## src/rtl/ice40_serdes_gearbox_rx_pkg.sv

```systemverilog
// ice40_serdes_gearbox_rx_pkg
//   Shared definitions for the receive gearbox: default beat/word widths and a
//   width helper that never returns zero, so single-value counters still get
//   one bit.
// Ports: none (package).
package ice40_serdes_gearbox_rx_pkg;

    localparam int DW_DEFAULT = 4;
    localparam int OW_DEFAULT = 10;

    // Bits needed to hold values 0..v-1, at least one.
    function automatic int width_of(input int v);
        return (v <= 2) ? 1 : $clog2(v);
    endfunction

endpackage

```

## src/rtl/ice40_serdes_gearbox_rx.sv

```systemverilog
// ice40_serdes_gearbox_rx
//   Receive-side gearbox: packs DW-bit beats from the capture flops into OW-bit
//   words, oldest line bit in bit 0. A bitslip pulse arms a pending slip that
//   drops bit 0 of the next accepted beat, shifting word alignment by one bit.
// Ports:
//   clk_i        core clock, rising edge
//   rst_i        asynchronous active-high reset
//   in_data_i    input beat, bit 0 earliest on the line
//   in_valid_i   beat present this cycle
//   bitslip_i    single-cycle request to drop one line bit
//   out_data_o   last completed word (held between strobes)
//   out_valid_o  one-cycle strobe for a new word
//   slip_pos_o   slips applied, modulo OW
//   slip_busy_o  slip accepted but not yet applied
module ice40_serdes_gearbox_rx
    import ice40_serdes_gearbox_rx_pkg::*;
#(
    parameter int DW = DW_DEFAULT,
    parameter int OW = OW_DEFAULT
) (
    input  logic                    clk_i,
    input  logic                    rst_i,
    input  logic [DW-1:0]           in_data_i,
    input  logic                    in_valid_i,
    input  logic                    bitslip_i,
    output logic [OW-1:0]           out_data_o,
    output logic                    out_valid_o,
    output logic [width_of(OW)-1:0] slip_pos_o,
    output logic                    slip_busy_o
);

    // Buffer holds at most OW-1 leftover bits plus one full beat.
    localparam int BW = OW + DW - 1;
    localparam int CW = width_of(OW + DW);
    localparam int SW = width_of(OW);

    logic [BW-1:0] buf_q, buf_d;
    logic [CW-1:0] cnt_q, cnt_d;
    logic [OW-1:0] out_data_q, out_data_d;
    logic          out_valid_q, out_valid_d;
    logic [SW-1:0] slip_pos_q, slip_pos_d;
    logic          slip_busy_q, slip_busy_d;

    logic [BW-1:0] beat_bits;
    logic [CW-1:0] beat_n;
    logic [BW-1:0] merged;
    logic [CW-1:0] total;

    always_comb begin
        buf_d       = buf_q;
        cnt_d       = cnt_q;
        out_data_d  = out_data_q;
        out_valid_d = 1'b0;
        slip_pos_d  = slip_pos_q;
        slip_busy_d = slip_busy_q;
        beat_bits   = '0;
        beat_n      = '0;
        merged      = '0;
        total       = '0;

        if (in_valid_i) begin
            if (slip_busy_q) begin
                // The earliest bit of this beat is the one that gets dropped.
                beat_bits   = BW'(in_data_i >> 1);
                beat_n      = CW'(DW - 1);
                slip_busy_d = 1'b0;
                slip_pos_d  = (slip_pos_q == SW'(OW - 1)) ? '0 : slip_pos_q + 1'b1;
            end else begin
                beat_bits = BW'(in_data_i);
                beat_n    = CW'(DW);
            end

            // Bits above cnt_q are always zero, so OR-ing the new beat in is safe.
            merged = buf_q | (beat_bits << cnt_q);
            total  = cnt_q + beat_n;

            if (total >= CW'(OW)) begin
                out_data_d  = merged[OW-1:0];
                out_valid_d = 1'b1;
                buf_d       = merged >> OW;
                cnt_d       = total - CW'(OW);
            end else begin
                buf_d = merged;
                cnt_d = total;
            end
        end

        // A request arriving while one is pending is dropped; one arriving with a
        // beat only arms the slip for the following beat.
        if (bitslip_i && !slip_busy_q) begin
            slip_busy_d = 1'b1;
        end
    end

    always_ff @(posedge clk_i or posedge rst_i) begin
        if (rst_i) begin
            buf_q       <= '0;
            cnt_q       <= '0;
            out_data_q  <= '0;
            out_valid_q <= 1'b0;
            slip_pos_q  <= '0;
            slip_busy_q <= 1'b0;
        end else begin
            buf_q       <= buf_d;
            cnt_q       <= cnt_d;
            out_data_q  <= out_data_d;
            out_valid_q <= out_valid_d;
            slip_pos_q  <= slip_pos_d;
            slip_busy_q <= slip_busy_d;
        end
    end

    assign out_data_o  = out_data_q;
    assign out_valid_o = out_valid_q;
    assign slip_pos_o  = slip_pos_q;
    assign slip_busy_o = slip_busy_q;

endmodule
```

## config.mk

```make
export PLATFORM = sky130hd
export DESIGN_NAME = ice40_serdes_gearbox_rx
export DESIGN_NICKNAME = d
export VERILOG_FILES = /design/src/rtl/ice40_serdes_gearbox_rx_pkg.sv /design/src/rtl/ice40_serdes_gearbox_rx.sv
export SDC_FILE = /design/constraint.sdc
export NUM_CORES = 1
export LEC_CHECK = 0
export ABC_CLOCK_PERIOD_IN_PS = 2350
export BUFFER_PORTS_ARGS = -buffer_cell sky130_fd_sc_hd__buf_2
export CAP_MARGIN = 20
export CORE_MARGIN = 2
export CORE_UTILIZATION = 40
export CTS_BUF_LIST = sky130_fd_sc_hd__clkbuf_16
export DETAILED_ROUTE_END_ITERATION = 16
export PLACE_DENSITY = 0.64
export RECOVER_POWER = 100
export SYNTH_ARGS = -nofsm -noshare
export SYNTH_HDL_FRONTEND = slang
export SYNTH_SLANG_ARGS = --single-unit
```

## constraint.sdc

```tcl
create_clock -name clk_i -period 2.35 [get_ports clk_i]
set_input_delay 0 -clock clk_i [delete_from_list [all_inputs] [get_ports clk_i]]
set_output_delay 0 -clock clk_i [all_outputs]
set_load 0.05 [all_outputs]
```

# Word level (Yosys, flattened, before mapping)

Cells that the tools add are included.

Flip-flop bits (word level): 33
Output and inout bits: 16
Logic and storage cells: 29
Bits of input ports: 8

Equal/unequal tests: 1
$add $sub $neg: 3
Order comparisons: 1
Shift operators: 1
Reduce and logical (&&, ||, !) cells: 5
Mux-type cells: 11
Bitwise logic cells: 1

Operators with widths:

| kind                                        | number |
|---|---|
| two-way mux 13 bit                          | 2 |
| two-way mux 4 bit                           | 4 |
| bitwise OR 13 bit                           | 1 |
| left shift 13 x 4 -> 13 bit                 | 1 |
| adder 4 x 1 -> 4 bit, second input constant | 1 |
| adder 4 bit                                 | 1 |
| == test 4 bit, second input constant        | 1 |
| >= comparator 4 bit, second input constant  | 1 |
| two-way mux 1 bit                           | 4 |
| AND reduction 2 bit                         | 2 |
| subtractor 4 bit, second input constant     | 1 |
| two-way mux 3 bit                           | 1 |
| nonzero test 2 bit                          | 1 |
| logical AND 1 bit                           | 1 |
| zero test 1 bit                             | 1 |

# Depth between registers and ports, before layout

Gate-level depths: netlist of run 1.

Depth after elaboration: 6
Depth in mapped cells: 9
Gate-level depth less buffers: 8

# Worst setup path after synthesis of run 1

OpenSTA, ideal clock, no wires.

Path kind: reg-to-reg
Start point: register slip_busy_q, in the netlist slip_busy_o
End point: register out_data_q[5], in the netlist out_data_o[5]
Period minus slack after synthesis: 2.724 ns
Path buffers: 2
Required time: 2.271 ns
Arrival time: 2.645 ns
Stages on the path, launching flop included: 9
Path slack: -0.374 ns
Setup time: 0.079 ns
Path through: dfrtp_1 -> buf_6 -> inv_1 -> fa_1 -> nand2_1 -> o21ai_0 -> nor4_2 -> clkbuf_1 -> mux2i_1

Cells in the longest elaborated chain, start to end: 5
Elaborated cells between the ends (all ways): 9
Those cells by class: add/sub (1); order compare (1); shift (1); mux (4); bitwise (1); reduce/logical (1)

Ends and longest elaborated chain:

| element                              | RTL line                       | source |
|---|---|---|
| start, declared                      | ice40_serdes_gearbox_rx.sv:42  | `logic slip_busy_q, slip_busy_d;` |
| start signal, assigned               | ice40_serdes_gearbox_rx.sv:109 | `slip_busy_q <= slip_busy_d;` |
| two-way mux 3 bit                    | ice40_serdes_gearbox_rx.sv:62  | `if (slip_busy_q) begin` |
| two-way mux 4 bit                    | ice40_serdes_gearbox_rx.sv:61  | `if (in_valid_i) begin` |
| adder 4 bit                          | ice40_serdes_gearbox_rx.sv:75  | `total = cnt_q + beat_n;` |
| >= comparator 4 bit                  | ice40_serdes_gearbox_rx.sv:77  | `if (total >= CW'(OW)) begin` |
| AND reduction 2 bit (no source line) | --                             |  |
| end signal, assigned                 | ice40_serdes_gearbox_rx.sv:106 | `out_data_q <= out_data_d;` |
| end, declared                        | ice40_serdes_gearbox_rx.sv:39  | `logic [OW-1:0] out_data_q, out_data_d;` |

Several ways; a longest one is shown, not always the timed one. The select of a mux whose other input is x is not followed.
A chain may end at the register's enable or synchronous reset.

# Worst setup path in the final report of run 1

Start point: register cnt_q[0]
End point: register buf_q[2]

Cells in the longest elaborated chain, start to end: 3
Elaborated cells between the ends (all ways): 5
Those cells by class: add/sub (1); order compare (1); shift (1); mux (1); bitwise (1)

Ends and longest elaborated chain:

| element                                                    | RTL line                                                     | source |
|---|---|---|
| start, declared                                            | ice40_serdes_gearbox_rx.sv:38                                | `logic [CW-1:0] cnt_q, cnt_d;` |
| start signal, assigned                                     | ice40_serdes_gearbox_rx.sv:105                               | `cnt_q <= cnt_d;` |
| adder 4 bit or left shift 13 x 4 -> 13 bit (tied branches) | ice40_serdes_gearbox_rx.sv:75, ice40_serdes_gearbox_rx.sv:74 |  |
| >= comparator 4 bit or bitwise OR 13 bit (tied branches)   | ice40_serdes_gearbox_rx.sv:77, ice40_serdes_gearbox_rx.sv:74 |  |
| two-way mux 13 bit (*)                                     | ice40_serdes_gearbox_rx.sv:77                                |  |
| end signal, assigned                                       | ice40_serdes_gearbox_rx.sv:104                               | `buf_q <= buf_d;` |
| end, declared                                              | ice40_serdes_gearbox_rx.sv:37                                | `logic [BW-1:0] buf_q, buf_d;` |

Mark *: on every way between the ends. The rest lies on a longest branch, timed or not.

==> results of run 1 <==
## cells in the mapped netlist (2+ instances only)
cell type and number:
sky130_fd_sc_hd__dfrtp_1 33, sky130_fd_sc_hd__ha_1 4, sky130_fd_sc_hd__nand3_1 3, sky130_fd_sc_hd__a311oi_1 3
sky130_fd_sc_hd__a41oi_1 2, sky130_fd_sc_hd__nor2_1 29, sky130_fd_sc_hd__nor3_1 6, sky130_fd_sc_hd__nand2_1 12
sky130_fd_sc_hd__nand2b_1 2, sky130_fd_sc_hd__xnor2_1 3, sky130_fd_sc_hd__mux2_4 2, sky130_fd_sc_hd__a31oi_1 6
sky130_fd_sc_hd__mux2i_1 6, sky130_fd_sc_hd__or3_1 2, sky130_fd_sc_hd__inv_1 11, sky130_fd_sc_hd__nor4_1 2
sky130_fd_sc_hd__a21o_1 2, sky130_fd_sc_hd__and2_1 2, sky130_fd_sc_hd__mux2_2 2, sky130_fd_sc_hd__clkbuf_1 9
sky130_fd_sc_hd__nor2b_1 5, sky130_fd_sc_hd__o21ai_0 7, sky130_fd_sc_hd__a21oi_1 25, sky130_fd_sc_hd__a211oi_1 3
## stage by stage
step,setup TNS [ns],cell area (µm²)
global placement,0,2120
finish,0,2240
global route,0,2240
detailed placement,0,2120
CTS,0,2270
floorplan,-0.0757,1910
## repair_timing
item	4_1_cts	5_1_grt
hold buffers	2	0
endpoints found under the setup margin	0	3
endpoints found under the hold margin	11	0
gates resized for setup	0	2
## metal layers
metal | GRT usage | share of wire | vias to the layer above
li1 | - | - | 791
met1 | 0.231 | 0.47 | 757
met2 | 0.267 | 0.48 | 36
met3 | 0.0539 | 0.033 | 4
met4 | 0.0556 | 0.012 | 0
met5 | 0 | 0 | -
## state kept, by name (all words and copies together), names as in the netlist
register     count
slip_pos_o       4
cnt_q            4
out_data_o      10
slip_busy_o      1
out_valid_o      1
buf_q           13
## final cells by class
class,instances,area (µm²),share of cell area
clock buffer,5,125,0.0558
clock inverter,2,7.51,0.00335
inverter,11,41.3,0.0184
multi-input combinational,149,987,0.441
sequential,33,827,0.369
tap,52,65.1,0.0290
timing repair buffer,34,188,0.0838
## worst max-delay path, delay by kind of cell (launching register included)
kind                       cells  cell delay [ns]
and+or+nand+nor                2             0.16
adders and majority gates      2             0.74
DFF                            1             0.39
AOI/OAI and AO/OA              3             0.56
buffers and inverters          2             0.23
## final timing paths
kind / start / end / slack (ns) / depth (start not counted)
setup / recovery: cnt_q[0] / buf_q[2] / 0.15 / 9
max in group asynchronous: rst_i / slip_busy_o / 0.52 / 4
hold / removal: in_valid_i / cnt_q[1] / 0.17 / 3
min in group asynchronous: rst_i / out_data_o[9] / 0.26 / 3
setup reg to reg: cnt_q[0] / buf_q[2] / 0.15 / 9
hold reg to reg: buf_q[4] / buf_q[4] / 0.50 / 2
## cell families after synthesis
| logic type | share of synthesized area |
|---|---|
| and+or+nand+nor | 0.201 |
| DFF | 0.438 |
| AOI/OAI and AO/OA | 0.188 |
| buffers and inverters | 0.0458 |
| muxes | 0.0717 |
| adders and majority gates | 0.0372 |
| xor gates and xnor gates | 0.0186 |
## where the power goes
group | total [µW] | switching, µW | leakage, µW | internal (µW)
Sequential | 984 | 155 | 0.000398 | 829
Combinational | 2010 | 1340 | 0.000508 | 664
Clock | 596 | 218 | 0.0000685 | 378
Total | 3590 | 1720 | 0.000974 | 1870
==> flow_summary.yaml, run 1 <==
detailed_routing:
  number_of_drc_markers_in_iteration_0: 100
  wire_per_inst_um: 14.4
  drt_pre_antenna_iters: 4
  vias: 1588
  drt.antenna.violating_nets: 0
  drc_errors: 0
  final_wl_um: 4110
  routed_via_density: 5.55
sta:
  min_period_over_period: 0.938
  report.final.hold_viol_count: 0
  finalSetupViolations: 0
  fmax_mhz: 454
  final.setup_skew_ns: 0.00482
  worstMarginPinSlew_ns: 1.25
  hold_slack_ns: 0.173
  timing.final.ws_setup_ns: 0.146
  drv_slew: 0
  rsz0062_at_grt: "false"
  finalWorstPathRequiredPeriod_ns: 2.20
  slew-limit-headroom: 0.164
logic_synthesis:
  synth_edf_count: 0
  synth_top_area_frac: 0.438
  async_reset_ff_frac: 1.00
  synthesis.yosys.warnings: 0
  share_of_synthesized_area_occupied_by_flip_flops_and_latches: 0.438
  postSynthAreaPerCell_um2: 9.28
  ys_types: 46
  synth-seq-cells: 33
  synth_flop_cell: "sky130_fd_sc_hd__dfrtp_1"
  synth.area.top_cells: "sky130_fd_sc_hd__dfrtp_1 (44%), sky130_fd_sc_hd__a21oi_1 (6.6%), sky130_fd_sc_hd__nor2_1 (5.8%)"
  yosysTopAreaCell: "sky130_fd_sc_hd__dfrtp_1"
  synthesis.instances: 203
  post_synth_instance_area_um2: 1880
  synthesis.nets: 216
run:
  maxCapViolations: 0
power:
  irDropWorstVdd_uv: 730
  power.leakage_uw: 0.000974
  fin_total_pwr_uw: 3590
  p_per_area_nw_per_um2: 1600
grt:
  grt_overflow: 0
  number_of_global_route_vias_before_repair: 1470
  grt_pass1_wl_um: 6910
  antenna_violations_before_repair: 0
  grt_usage: 0.172
  grt_start_max_net_pins: 34
cells_and_area:
  n_fill_cell: 436
  layout.cells.most_common: "sky130_fd_sc_hd__dfrtp_1"
  finish.utilization: 0.504
  areaGrowthSynthToFinish_pct: 18.9
  antenna_cells: 0
  drive_above_1_share: 0.141
  final_non_filler_cell_total: 286
  design.final.nets: 247
  leading_cell_types_in_the_layout_fill_and_taps_excluded: "sky130_fd_sc_hd__dfrtp_1 (32), sky130_fd_sc_hd__nor2_1 (29), sky130_fd_sc_hd__a21oi_1 (25), sky130_fd_sc_hd__clkbuf_1 (18)"
clock_tree:
  htreeDepth: 2
  clockRootBuffer: "sky130_fd_sc_hd__clkbuf_16"
  cts.sink_count: 33
  clkLatencyLatePin_ns: 0.27
  cts_tree: "yes"
  cts_post_setup_buffers_inserted: 0
  cts_buffer_depth: 2
  worst_setup_hold_path_clk_slew_ns: 0.05
  cts_buffers: 5
run_status:
  result_of_the_run: "completed"
die:
  die_height_um: 72.6
  row_count: 24
  start_util: 0.424
  floorplan.io_pins: 24
  core_region_area_um2: 4440
  die_area_um2: 5280
  dieWidth_um: 72.6
critical_path:
  worstSetupStartpointType: "register"
  crit_path_frequent_cell: "sky130_fd_sc_hd__a21oi_1"
  crit_chain: "ha_4 > inv_1 > fa_1 > nand2_1 > a21oi_1 > nor4_4 > buf_12 > a311oi_1 > a21oi_1"
  worst_path_max_delay_cell: "sky130_fd_sc_hd__fa_1"
  timing.setup.critical_path_class: "reg2reg"
  worstPathArrival_ns: 2.36
  worst-endpoint-required_ns: 2.50
  critical_path.max_fanout: 33
  slowest_delay_ns: 0.59
  critical_path.endpoint_type: "register"
placement:
  placed_cells: 277
  gp_congestion: 0.849
  dp.final_hpwl_um: 2940
  post_placement_worst_setup_slack_ns: 0.0668
  io_buffer_count: 23
hold_path:
  worst_hold_check_path_type: "in2reg"
Note: power is estimated with default switching activity, not from simulation.
==> inputs of run 2 (changes only) <==
Settings changed: REMOVE_ABC_BUFFERS from default to 1.
==> run 2 against run 1 <==
  * Via count decreased by 3.4%
  * Cell count increased by 0.70%
  * Cell area increased by 1.1%
  * Global-route usage increased by 0.33 points
  * Setup slack got worse by 0.0046 ns
  * Wire length increased by 0.78%
  * Clock skew decreased by 0.0025 ns
  * Flip-flop and latch count unchanged
  * Core utilization increased by 0.53 points
  * Non-clock buffer count increased by 1
  * Die area unchanged
  * Combinational power about the same
  * Critical path type unchanged
==> flow_summary.yaml, run 2 (synthesized netlist as in run 1, its figures left out) <==
run_status:
  result_of_the_run: "completed"
detailed_routing:
  final_wl_um: 4140
  drt.antenna.violating_nets: 0
  wire_per_inst_um: 14.4
  routed_via_density: 5.33
  number_of_drc_markers_in_iteration_0: 103
  drc_errors: 0
  drt_pre_antenna_iters: 4
  vias: 1534
grt:
  grt_overflow: 0
  antenna_violations_before_repair: 0
  grt_usage: 0.176
  grt_pass1_wl_um: 7000
  grt_start_max_net_pins: 34
  number_of_global_route_vias_before_repair: 1405
cells_and_area:
  final_non_filler_cell_total: 288
  leading_cell_types_in_the_layout_fill_and_taps_excluded: "sky130_fd_sc_hd__dfrtp_1 (33), sky130_fd_sc_hd__nor2_1 (29), sky130_fd_sc_hd__a21oi_1 (25), sky130_fd_sc_hd__clkbuf_1 (18)"
  areaGrowthSynthToFinish_pct: 20.2
  largest-register: "buf_q"
  area_of_the_multi_input_gates_um2: 975
  antenna_cells: 0
  largest_register_ff_count: 13
  n_fill_cell: 438
  fin_area_um2: 2260
  drive_above_1_share: 0.136
  design.final.nets: 248
  layout.cells.most_common: "sky130_fd_sc_hd__dfrtp_1"
  seq_area_um2: 826
hold_path:
  worst_hold_check_path_type: "in2reg"
  worst_hold_path.num_cells: 3
power:
  comb_power_share: 0.536
  irDropWorstVdd_uv: 566
  p_sw_uw: 1720
  power.leakage_uw: 0.000996
  power.share.switching: 0.466
  power.sequential.fraction: 0.267
  p_per_area_nw_per_um2: 1630
  cellInternalPower_uw: 1970
  power_frac_clock: 0.198
die:
  row_count: 24
  floorplan.io_pins: 24
  core_region_area_um2: 4440
  die_height_um: 72.6
  die_area_um2: 5280
  start_util: 0.424
  dieWidth_um: 72.6
sta:
  fmax_mhz: 453
  rsz0062_at_grt: "false"
  finalSetupViolations: 0
  finalWorstPathRequiredPeriod_ns: 2.21
  worstMarginPinSlew_ns: 0.892
  slew-limit-headroom: 0.406
  tns_ns: 0
  report.final.hold_viol_count: 0
  drv_slew: 0
  timing.final.ws_setup_ns: 0.142
  final.setup_skew_ns: 0.00228
  min_period_over_period: 0.940
clock_tree:
  clockRootBuffer: "sky130_fd_sc_hd__clkbuf_16"
  clkLatencyLatePin_ns: 0.28
  cts.sink_count: 33
  cts_buffer_depth: 2
  cts_tree: "yes"
  cts_buffers: 5
  cts_post_setup_buffers_inserted: 0
  worst_setup_hold_path_clk_slew_ns: 0.05
  htreeDepth: 2
critical_path:
  critical_path.endpoint_type: "register"
  worst_path_max_delay_cell: "sky130_fd_sc_hd__or3_1"
  worstPathArrival_ns: 2.35
  crit_chain: "ha_1 > inv_1 > fa_1 > nand2_1 > o21ai_1 > or3_1 > nor4_4 > a221oi_1"
  timing.setup.critical_path_class: "reg2reg"
  critical_path.max_fanout: 4
  r2r_cells: 8
  worst-endpoint-required_ns: 2.49
  reg2reg_setup_slack_ns: 0.14
  slowest_delay_ns: 0.46
  worstSetupStartpointType: "register"
placement:
  gp_congestion: 0.894
  io_buffer_count: 23
  dp.final_hpwl_um: 2890
  post_placement_worst_setup_slack_ns: 0.0805
  post_dp_cell_area_um2: 2120
  placed_cells: 278
run:
  maxCapViolations: 0
## run 2: cell count changes in the layout (fill, tap and decap cells not counted), sizes merged
cell / delta
buf: +1
bufinv: +1
## run 2: timing repair
item                       4_1_cts  5_1_grt
hold buffers                     2        0
gates resized for setup          0        1
setup endpoints to repair        0        4
hold endpoints to repair        17        0
## run 2: worst max-delay path, delay by kind of cell, from the launching register on
kind | cells | cell delay, ns
adder cells (fa/ha/maj) | 2 | 0.67
AO/OA/AOI/OAI | 2 | 0.16
flip-flops | 1 | 0.40
AND/OR/NAND/NOR | 3 | 0.77
buffers and inverters | 1 | 0.07
## run 2: area by class of cell
class / instances / share of cell area
Clock buffer: 5 / 0.0552
Clock inverter: 3 / 0.0166
Inverter: 11 / 0.0182
Multi-Input combinational cell: 149 / 0.430
Sequential cell: 33 / 0.365
Tap cell: 52 / 0.0287
Timing Repair Buffer: 35 / 0.0862
## run 2: final timing paths
| path | endpoint | start |
|---|---|---|
| setup / recovery | buf_q[1] | slip_busy_o |
| hold / removal | cnt_q[2] | in_valid_i |
| setup reg to reg | buf_q[1] | slip_busy_o |
| hold reg to reg | buf_q[7] | buf_q[7] |
| max in group asynchronous | buf_q[4] | rst_i |
| min in group asynchronous | out_data_o[4] | rst_i |
## run 2: power groups by stage
stage	registers, µW	clock network [µW]	logic, µW
CTS	983	743	2040
global placement	985	0	2020
global route	1020	764	2190
floorplan	1500	0	1000
detailed placement	991	0	2030
finish	985	729	1980
## run 2: routing by layer
layer,share of wire,track usage,wire length [µm]
met3,0.027,0.0428,111
met4,0.021,0.0844,87
met1,0.52,0.254,2140
met2,0.44,0.245,1800
met5,0,0,0
## run 2: per-stage QoR
stage | hold slack, ns | total power, µW | utilization
global route | 0.217 | 3970 | 0.510
detailed placement | 0.160 | 3020 | 0.476
global placement | 0.130 | 3000 | 0.476
floorplan | 0.0847 | 2500 | -
finish | 0.177 | 3690 | 0.510
CTS | 0.177 | 3770 | 0.517
==> inputs of run 3 (changes only) <==
Settings changed: ABC_AREA from default to 1.
==> run 3 against run 2 <==
  * Via count grew 4.4%
  * Die area is essentially flat
  * Register-to-register slack gained 0.06 ns
  * Non-clock buffer count decreased by 1
  * Clock-buffer cell count did not move
  * Cell count is 14% higher
  * Wire length down 4.9%
  * Sequential power shrank 3.5%
  * Synthesized area is essentially flat
  * Hold slack got worse by 0.031 ns
  * Core utilization fell by 1.6 points
  * Critical endpoint is now buf_q[12]
==> flow_summary.yaml, run 3 <==
critical_path:
  critical_path.n_buffers_inverters: 3
  worstPathArrival_ns: 2.34
  worst_path_max_delay_cell: "sky130_fd_sc_hd__dfrtp_1"
  crit_family: "adder cells"
  crit_chain: "ha_1 > inv_1 > fa_1 > xor2_2 > nand2_1 > nand3_4 > nor2_4 > buf_4 > inv_4 > o21ai_0 > a21oi_1"
  worst-endpoint-required_ns: 2.54
  slowest_delay_ns: 0.41
  critical_path.max_fanout: 13
  critical_path.endpoint_type: "register"
  cp-startpoint: "slip_busy_o"
  worstSetupStartpointType: "register"
  r2r_start: "slip_busy_o"
  timing.setup.critical_path_class: "reg2reg"
logic_synthesis:
  share_of_synthesized_area_occupied_by_flip_flops_and_latches: 0.439
  ys_types: 29
  yosysTopAreaCell: "sky130_fd_sc_hd__dfrtp_1"
  synth_edf_count: 0
  synth.area.top_cells: "sky130_fd_sc_hd__dfrtp_1 (44%), sky130_fd_sc_hd__nand2_1 (12%), sky130_fd_sc_hd__inv_1 (6.0%)"
  most_common_cell_in_the_synthesized_netlist: "sky130_fd_sc_hd__nand2_1"
  synthTopCellsByCount: "sky130_fd_sc_hd__nand2_1 (62), sky130_fd_sc_hd__dfrtp_1 (33), sky130_fd_sc_hd__inv_1 (30)"
  synth_flop_cell: "sky130_fd_sc_hd__dfrtp_1"
  post_synth_instance_area_um2: 1880
  postSynthAreaPerCell_um2: 7.81
  synth-seq-cells: 33
  synthesis.instances: 241
  synthesis.yosys.warnings: 0
  async_reset_ff_frac: 1.00
  synth_top_area_frac: 0.439
sta:
  slew-limit-headroom: 0.441
  drv_slew: 0
  report.final.hold_viol_count: 0
  finalSetupViolations: 0
  finalWorstPathRequiredPeriod_ns: 2.15
  worstMarginPinSlew_ns: 0.839
  fmax_mhz: 465
  hold_slack_ns: 0.146
  final.setup_skew_ns: 0.00254
  rsz0062_at_grt: "false"
  min_period_over_period: 0.915
  timing.final.ws_setup_ns: 0.201
die:
  dieWidth_um: 72.6
  start_util: 0.424
  floorplan.io_pins: 24
  core_region_area_um2: 4440
  die_area_um2: 5270
  die_height_um: 72.6
  row_count: 24
detailed_routing:
  vias: 1601
  met2_wirelength_um: 1720
  drt_pre_antenna_iters: 4
  maxUsedRoutingLayer: "met4"
  routed_via_density: 4.88
  wire_per_inst_um: 12.0
  dr_wl_met3_um: 143
  drt-met1-wl_um: 2000
  number_of_drc_markers_in_iteration_0: 96
  final_wl_um: 3940
  drt.antenna.violating_nets: 0
  drc_errors: 0
clock_tree:
  clkLatencyLatePin_ns: 0.27
  cts.sink_count: 33
  post_cts_resize_count: 0
  cts_buffer_depth: 2
  cts_tree: "yes"
  cts_buffers: 5
  htreeDepth: 2
  worst_setup_hold_path_clk_slew_ns: 0.05
  clockRootBuffer: "sky130_fd_sc_hd__clkbuf_16"
cells_and_area:
  finish.utilization: 0.494
  design.final.nets: 288
  layout.cells.most_common: "sky130_fd_sc_hd__nand2_1"
  drive_above_1_share: 0.109
  largest-register: "buf_q"
  largest_register_ff_count: 13
  leading_cell_types_in_the_layout_fill_and_taps_excluded: "sky130_fd_sc_hd__nand2_1 (63), sky130_fd_sc_hd__inv_1 (33), sky130_fd_sc_hd__dfrtp_1 (33), sky130_fd_sc_hd__nor2_1 (26), sky130_fd_sc_hd__nand3_1 (21)"
  antenna_cells: 0
  final_non_filler_cell_total: 328
  areaGrowthSynthToFinish_pct: 16.5
placement:
  gp_congestion: 0.818
  dp.final_hpwl_um: 2870
  post_placement_worst_setup_slack_ns: 0.197
  placed_cells: 315
  io_buffer_count: 23
grt:
  grt_start_max_net_pins: 34
  grt_usage: 0.172
  number_of_global_route_vias_before_repair: 1483
  antenna_violations_before_repair: 0
  grt_pass1_wl_um: 6920
  grt_overflow: 0
power:
  p_per_area_nw_per_um2: 1550
  comb_power_share: 0.545
  p_sw_uw: 1650
  cellInternalPower_uw: 1750
  power_frac_clock: 0.176
  power.sequential.fraction: 0.280
  power.share.switching: 0.486
  fin_total_pwr_uw: 3400
  irDropWorstVdd_uv: 624
  power.leakage_uw: 0.00115
hold_path:
  worst_hold_startpoint: "in_valid_i"
  worst_hold_check_path_type: "in2reg"
run_status:
  result_of_the_run: "completed"
run:
  maxCapViolations: 0
[run 3: cell families after synthesis]
group | count (synthesis) | synth area share
AO/OA/AOI/OAI | 38 | 0.115
adder cells (fa/ha/maj) | 5 | 0.0372
flip-flops | 33 | 0.439
buffers and inverters | 42 | 0.117
XOR/XNOR | 1 | 0.00864
AND/OR/NAND/NOR | 122 | 0.284
[run 3: area by class of cell]
cell class	count	area [µm²]
Tap cell	52	65.1
Fill cell	472	2250
Sequential cell	33	826
Timing Repair Buffer	34	176
Inverter	35	160
Clock buffer	5	125
Multi-Input combinational cell	166	830
Clock inverter	3	11.3
[run 3: final timing paths]
path	to	slack, ns	cells after the start
worst max-delay path	buf_q[12]	0.20	11
worst min-delay path	cnt_q[0]	0.15	3
worst max register to register	buf_q[12]	0.20	11
worst min register to register	out_data_o[5]	0.47	2
max in group asynchronous	out_data_o[2]	1.31	4
min in group asynchronous	out_data_o[3]	0.52	4
[run 3: per-layer routing]
layer,vias up,GRT usage
met5,-,0
li1,846,-
met2,27,0.261
met4,0,0.0679
met1,721,0.237
met3,7,0.0414
[run 3: what timing repair did]
| item | in CTS | in global routing |
|---|---|---|
| buffers inserted | 0 | 3 |
| hold buffers | 2 | 0 |
| endpoints found under the hold margin | 34 | 0 |
| setup endpoints to repair | 0 | 1 |
[run 3: tightest hold or removal path, cell delays in order]
cell	delay, ns
sky130_fd_sc_hd__buf_2	0.20
sky130_fd_sc_hd__nand2_1	0.09
sky130_fd_sc_hd__o21ai_0	0.07
[run 3: power groups by stage]
stage	Combinational [µW]	Clock, µW	Sequential [µW]
2_1_floorplan	1000	0	1380
3_3_place_gp	1840	0	955
3_5_place_dp	1870	0	954
4_1_cts	1880	612	950
5_1_grt	2070	638	985
6_report	1850	598	951
[run 3: per-stage QoR]
stage	cell area (µm²)	setup TNS [ns]
floorplan	1820	-1.56
global placement	2050	0
detailed placement	2050	0
CTS	2200	0
global route	2190	0
finish	2190	0
